===== src/rtl/jkff_bank_ctrl.sv =====
// Sequencer driving a 4-bit JK flip-flop bank through up, down, Gray and Johnson
// counts; J/K are derived from the desired next code with the excitation rule.
module jkff_bank_ctrl (
    input  logic       Clk,
    input  logic       Reset,
    input  logic       Start,
    input  logic [1:0] Mode,
    input  logic [3:0] Steps,
    output logic [3:0] J,
    output logic [3:0] K,
    output logic [3:0] Q,
    output logic       Busy,
    output logic       Done
);

    // state   | meaning
    // IDLE    | bank holds, waiting for Start
    // RUN     | one bank update per cycle until the step counter hits zero
    // DONE    | single-cycle completion pulse, bank holds
    typedef enum logic [1:0] {
        ST_IDLE = 2'd0,
        ST_RUN  = 2'd1,
        ST_DONE = 2'd2
    } state_t;

    state_t     state_q, state_d;
    logic [1:0] mode_q, mode_d;
    logic [4:0] cnt_q, cnt_d;
    logic [3:0] q_q, q_d;
    logic [3:0] nxt;
    logic [3:0] gray_bin;
    logic [3:0] gray_bin_inc;
    logic [3:0] gray_nxt;
    logic [4:0] steps_ld;

    // Gray successor goes through the binary domain and back.
    assign gray_bin     = {q_q[3], ^q_q[3:2], ^q_q[3:1], ^q_q[3:0]};
    assign gray_bin_inc = gray_bin + 4'd1;
    assign gray_nxt     = gray_bin_inc ^ (gray_bin_inc >> 1);

    assign steps_ld = (Steps == 4'd0) ? 5'd16 : {1'b0, Steps};

    always_comb begin
        state_d = state_q;
        mode_d  = mode_q;
        cnt_d   = cnt_q;
        nxt     = q_q;
        J       = 4'b0000;
        K       = 4'b0000;

        case (state_q)
            ST_IDLE: begin
                if (Start) begin
                    state_d = ST_RUN;
                    mode_d  = Mode;
                    cnt_d   = steps_ld;
                end
            end
            ST_RUN: begin
                case (mode_q)
                    2'b00:   nxt = q_q + 4'd1;
                    2'b01:   nxt = q_q - 4'd1;
                    2'b10:   nxt = gray_nxt;
                    default: nxt = {q_q[2:0], ~q_q[3]};
                endcase
                J     = ~q_q & nxt;
                K     = q_q & ~nxt;
                cnt_d = cnt_q - 5'd1;
                if (cnt_d == 5'd0) begin
                    state_d = ST_DONE;
                end
            end
            ST_DONE: begin
                state_d = ST_IDLE;
            end
            default: begin
                state_d = ST_IDLE;
            end
        endcase

        // Characteristic equation of a JK flip-flop, applied per bit.
        q_d = (J & ~q_q) | (~K & q_q);
    end

    always_ff @(posedge Clk) begin
        if (Reset) begin
            state_q <= ST_IDLE;
            mode_q  <= 2'b00;
            cnt_q   <= 5'd0;
            q_q     <= 4'b0000;
        end else begin
            state_q <= state_d;
            mode_q  <= mode_d;
            cnt_q   <= cnt_d;
            q_q     <= q_d;
        end
    end

    assign Q    = q_q;
    assign Busy = (state_q == ST_RUN);
    assign Done = (state_q == ST_DONE);

endmodule


===== config.mk =====
export PLATFORM = sky130hd
export DESIGN_NAME = jkff_bank_ctrl
export DESIGN_NICKNAME = d
export VERILOG_FILES = /design/src/rtl/jkff_bank_ctrl.sv
export SDC_FILE = /design/constraint.sdc
export NUM_CORES = 1
export LEC_CHECK = 0
export ABC_AREA = 1
export CORE_MARGIN = 5
export CORE_UTILIZATION = 50
export DETAILED_ROUTE_END_ITERATION = 8
export PLACE_DENSITY = 0.84
export RECOVER_POWER = 25
export SLEW_MARGIN = 5
export SYNTH_ARGS = -nofsm -noshare
export SYNTH_HDL_FRONTEND = slang
export SYNTH_SLANG_ARGS = --single-unit

===== constraint.sdc =====
create_clock -name Clk -period 3.95 [get_ports Clk]
set_input_delay 0.5925 -clock Clk [delete_from_list [all_inputs] [get_ports Clk]]
set_output_delay 0.5925 -clock Clk [all_outputs]
set_load 0.05 [all_outputs]

* After elaboration in Yosys (flattened, before gate mapping) *
Cells that the tools add are included.

cells by class
  add/sub/neg operators = 4
  bitwise operators = 10
  muxes and demuxes = 10
  reduce and logical (&&, ||, !) cells = 11
  equal/unequal tests = 6

operator list
  kind                                                 count
  AND 4 bit                                            4
  2-to-1 mux 4 bit                                     3
  inverter 4 bit                                       3
  one-hot mux 4 bit (3 select lines)                   1
  2-to-1 mux 5 bit                                     2
  one-hot mux 5 bit (2 select lines)                   1
  adder 4 x 1 -> 4 bit, second input constant          2
  AND reduction 2 bit                                  3
  zero test 5 bit                                      1
  subtractor 5 x 1 -> 5 bit, second input constant     1
  equality test 2 x 1 -> 1 bit, second input constant  2
  equality test 2 bit, second input constant           2
  zero test 2 bit                                      2
  zero test 4 bit                                      1
  2-to-1 mux 2 bit                                     2
  bitwise OR 4 bit                                     1
  one-hot mux 2 bit (2 select lines)                   1
  XOR reduction 4 bit                                  1
  subtractor 4 x 1 -> 4 bit, second input constant     1
  XOR 4 x 3 -> 4 bit                                   1
  XOR reduction 3 bit                                  1
  != test 2 x 1 -> 1 bit, second input constant        1
  != test 2 bit, second input constant                 1
  nonzero test 2 bit                                   1
  other kinds (2)                                      2

word-level totals
  bits in registers = 13
  bits of input ports = 9
  word-level logic and storage cells = 45
  output and inout bits = 14

* Logic depth before layout (Yosys ltp) *
  word-level depth = 11
  gate-level depth with buffers = 13
  depth with buffers taken out = 13

* Worst setup path before layout *
Ideal clock, no wire load.

  kind = register -> output
  start point = register (tool-made name)
  end point = output K[2]
  required time = 3.357 ns
  setup slack = 0.867 ns
  path buffers = 1
  cell stages (with the launch flop) = 13
  arrival time = 2.491 ns
  cells stage by stage = dfxtp_1 buf_6 inv_1 nand2_1 nand2_1 inv_1 ha_1 inv_1 nand2_1 nand3_1 nand3_1 nand2_1 nor3_1

RTL lines
  item              RTL line  RTL
  end: declaration  10        output logic [3:0] K,

* Worst setup path in the final report *
  start point = register mode_q[0]
  end point = output K[2]

on the way
  word-level cells in the longest chain between the ends = 6
  elaborated cells on any way between the ends = 8
  classes of those cells = 2 x eq/ne; 3 x mux; 2 x bitwise; 1 x reduce/logical

ends and longest elaborated chain
  item                                               RTL line  RTL
  start: declaration                                 27        logic [1:0] mode_q, mode_d;
  start signal: assignment                           93        mode_q <= mode_d;
  equality test 2 bit, or another cell as far along  60        case (mode_q)
  one-hot mux 4 bit (3 select lines) (*)             60
  2-to-1 mux 4 bit (*)                               51        case (state_q)
  inverter 4 bit (*)                                 67        K = q_q & ~nxt;
  AND 4 bit (*)                                      67
  2-to-1 mux 4 bit (*)                               51

Every way passes the cells marked *; elsewhere a longest branch is shown, timed or not. The select of a mux whose other input is x is not followed.

==> run_results.csv <==
group,metric,value,unit
outcome,status,"complete, no violations",
die,core,1940,µm²
critical_path,crit_fanout,9,
synth,yosysSeqAreaShare,26.0,%
cts,clk_latency,0.28,ns
finish,instances_no_fill,197,
cts,post-cts-setup-buffers,0,
sta,rsz0062_at_grt,"false",
finish,layout_commonest_cell,"nand2_1",
critical_path,cp.required,3.36,ns
global_routing,use_met3,2.72,%
die,die_area,3000,µm²
synth,synth_nets,163,
global_routing,grt_pass1_vias,944,
global_routing,grt_max_degree,15,
cts,clock_path_buffers,2,
die,num_rows,16,
drt,drc,0,
finish,n_fill_cell,186,
placement,post-place-cells,193,
global_routing,antenna_found_initial,0,
finish,area_growth_syn_to_layout,20.6,%
power,power_frac_seq,35.2,%
synth,synth_cell_type_count,28,
power,ir_drop,0.267,mV
worst_hold_path,min_path_type,"flop to flop",
cts,cts_buffers,3,
job,cap_violations,0,
sta,setup_tns,0,ns
synth,synthCells,151,
drt,via_count,1023,
drt,routed_wl,2330,µm
power,power_frac_clock,17.5,%
sta,hold_violations,0,
placement,gp_routability_congestion,0.965,
finish,multi_input_area,587,µm²
critical_path,startpoint_type,"flop",
synth,synth_seq_cells,13,
drt,drt_pre_antenna_iters,4,
synth,avgSynthCellArea,6.63,µm²
power,p_int,266,µW
die,initial_core_util,51.5,%
finish,layout_common_cells,"38 x nand2_1, 20 x clkdlybuf4s50_1, 19 x inv_1, 15 x nand3_1, 13 x dfxtp_1",
finish,seq_area,260,µm²
die,die_w,54.7,µm
synth,synth_top_area_cell,"dfxtp_1",
sta,post-route-min-period,3.24,ns
cts,path_clk_slew,0.09,ns
sta,final_max_slew_viol_count,0,
power,powerDensity,403,nW/µm²
finish,nNetsFinal,183,
drt,routedWlPerCell,11.8,µm
drt,vias_per_cell,5.19,
drt,ant_nets,0,
sta,fin_crit_sh,82.1,%
synth,synth_top_area_share,26.0,%
sta,timing.fmax,0.308,GHz
synth,synth_area_leaders,"dfxtp_1 26%, nand2_1 14%, nand3_1 7.5%, inv_1 7.1%, buf_6 6.7%",
cts,root_buffer,"clkbuf_4",
global_routing,grt_pass1_wl,3840,µm
critical_path,crit_arrival,2.65,ns
synth,syn_area,1000,µm²
power,combPwrFrac,47.3,%
sta,finalSetupViolCount,0,
power,p_sw,220,µW
synth,ys_warn_count,0,
power,power_leakage,0.531,nW
global_routing,grt_use_met2,29.1,%
finish,antennaDiodeCount,0,
global_routing,globalRouteOverflowTotal,0,
placement,dp_hpwl,1840,µm
cts,tritoncts,"yes",
placement,port_buffers,22,
finish,drive_gt1_share,11.2,%
critical_path,cp-end-kind,"output port",
die,die_y,54.7,µm
cts,cts.sinks,13,
sta,max_slew_margin,66.5,%
die,num_io_pins,23,
cts,htreeDepth,1,
drt,drt_iter0_drc,36,
global_routing,grt_util_met1,21.7,%
sta,tightest_slew,0.502,ns
cts,cts_hold_buffers,0,
sta,finClkSkew,0.00537,ns
critical_path,path_class,"flop to output port",
power,netSwitchingFraction,45.3,%
cts,post_cts_resized,0,
global_routing,grt_usage,17.1,%
global_routing,busiest_layer,"met2",
==> cell usage after synthesis, drive strengths merged <==
| cell type | number |
|---|---|
| xor2 | 2 |
| a31oi | 2 |
| nor2 | 14 |
| or2 | 1 |
| buf | 7 |
| nand4 | 1 |
| nor3 | 6 |
| nand2 | 41 |
| ha | 3 |
| o21ai | 7 |
| dfxtp | 13 |
| nand3 | 18 |
| a21oi | 8 |
| a22oi | 1 |
| xnor2 | 2 |
| o221ai | 2 |
| o211ai | 1 |
| inv | 21 |
| o22ai | 1 |
==> cell type report <==
cell class,count,area share [%]
inverters,21,6.53
clock inverters,1,0.415
multi-input cells,110,48.6
well taps,27,2.80
clock buffers,3,1.87
flip-flops and latches,13,21.6
repair buffers,22,18.2
==> per-stage QoR <==
stage / hold slack [ns] / util, % / setup WS, ns / total power [mW] / instance area, µm²
after detailed placement: 0.478 / 60.9 / 1.03 / 0.404 / 1180
after floorplan: 0.446 / - / 0.867 / 0.355 / 1000
after global placement: 0.466 / 60.9 / 1.12 / 0.397 / 1180
final: 0.487 / 62.2 / 0.706 / 0.486 / 1210
after CTS: 0.491 / 62.3 / 0.724 / 0.489 / 1210
after global routing: 0.521 / 62.2 / 0.413 / 0.520 / 1210
==> worst max-delay path, cell delays in order, from the launching register on <==
cell	delay [ns]
dfxtp_1	0.58
nand2_1	0.20
nand2_1	0.10
nand2_1	0.05
inv_1	0.05
ha_1	0.13
inv_1	0.05
nand2_1	0.05
nand3_1	0.06
nand3_1	0.08
nand2_1	0.06
nor3_1	0.12
clkdlybuf4s50_1	0.83
==> logic make-up after synthesis <==
logic type / after synthesis / share of synthesized area, %
XOR/XNOR: 4 / 3.50
AO/OA/AOI/OAI: 22 / 13.8
flip-flops: 13 / 26.0
buffers and inverters: 28 / 15.1
AND/OR/NAND/NOR: 81 / 37.9
adder cells (fa/ha/maj): 3 / 3.75
==> layer usage <==
metal  vias up  routed length, µm
li1        524                  -
met1       477               1100
met2        20               1140
met3         2                 74
met4         0                 14
met5         -                  0
==> power groups by stage <==
stage	clock, mW	sequential [mW]	combinational (mW)
floorplan	0	0.178	0.177
global placement	0	0.173	0.225
detailed placement	0	0.174	0.231
CTS	0.0869	0.171	0.231
global route	0.0926	0.174	0.254
finish	0.0849	0.171	0.230
==> final timing paths <==
kind,startpoint,to,slack [ns],cells after the start
max,mode_q[0]$_SDFFE_PP0P_,K[2],0.71,12
max reg2reg,mode_q[0]$_SDFFE_PP0P_,flop,2.26,12
min,cnt_q[1]$_SDFFE_PP0P_,cnt_q[1]$_SDFFE_PP0P_,0.49,2
min reg2reg,cnt_q[1]$_SDFFE_PP0P_,cnt_q[1]$_SDFFE_PP0P_,0.49,2
(Power assumes the default switching activity.)
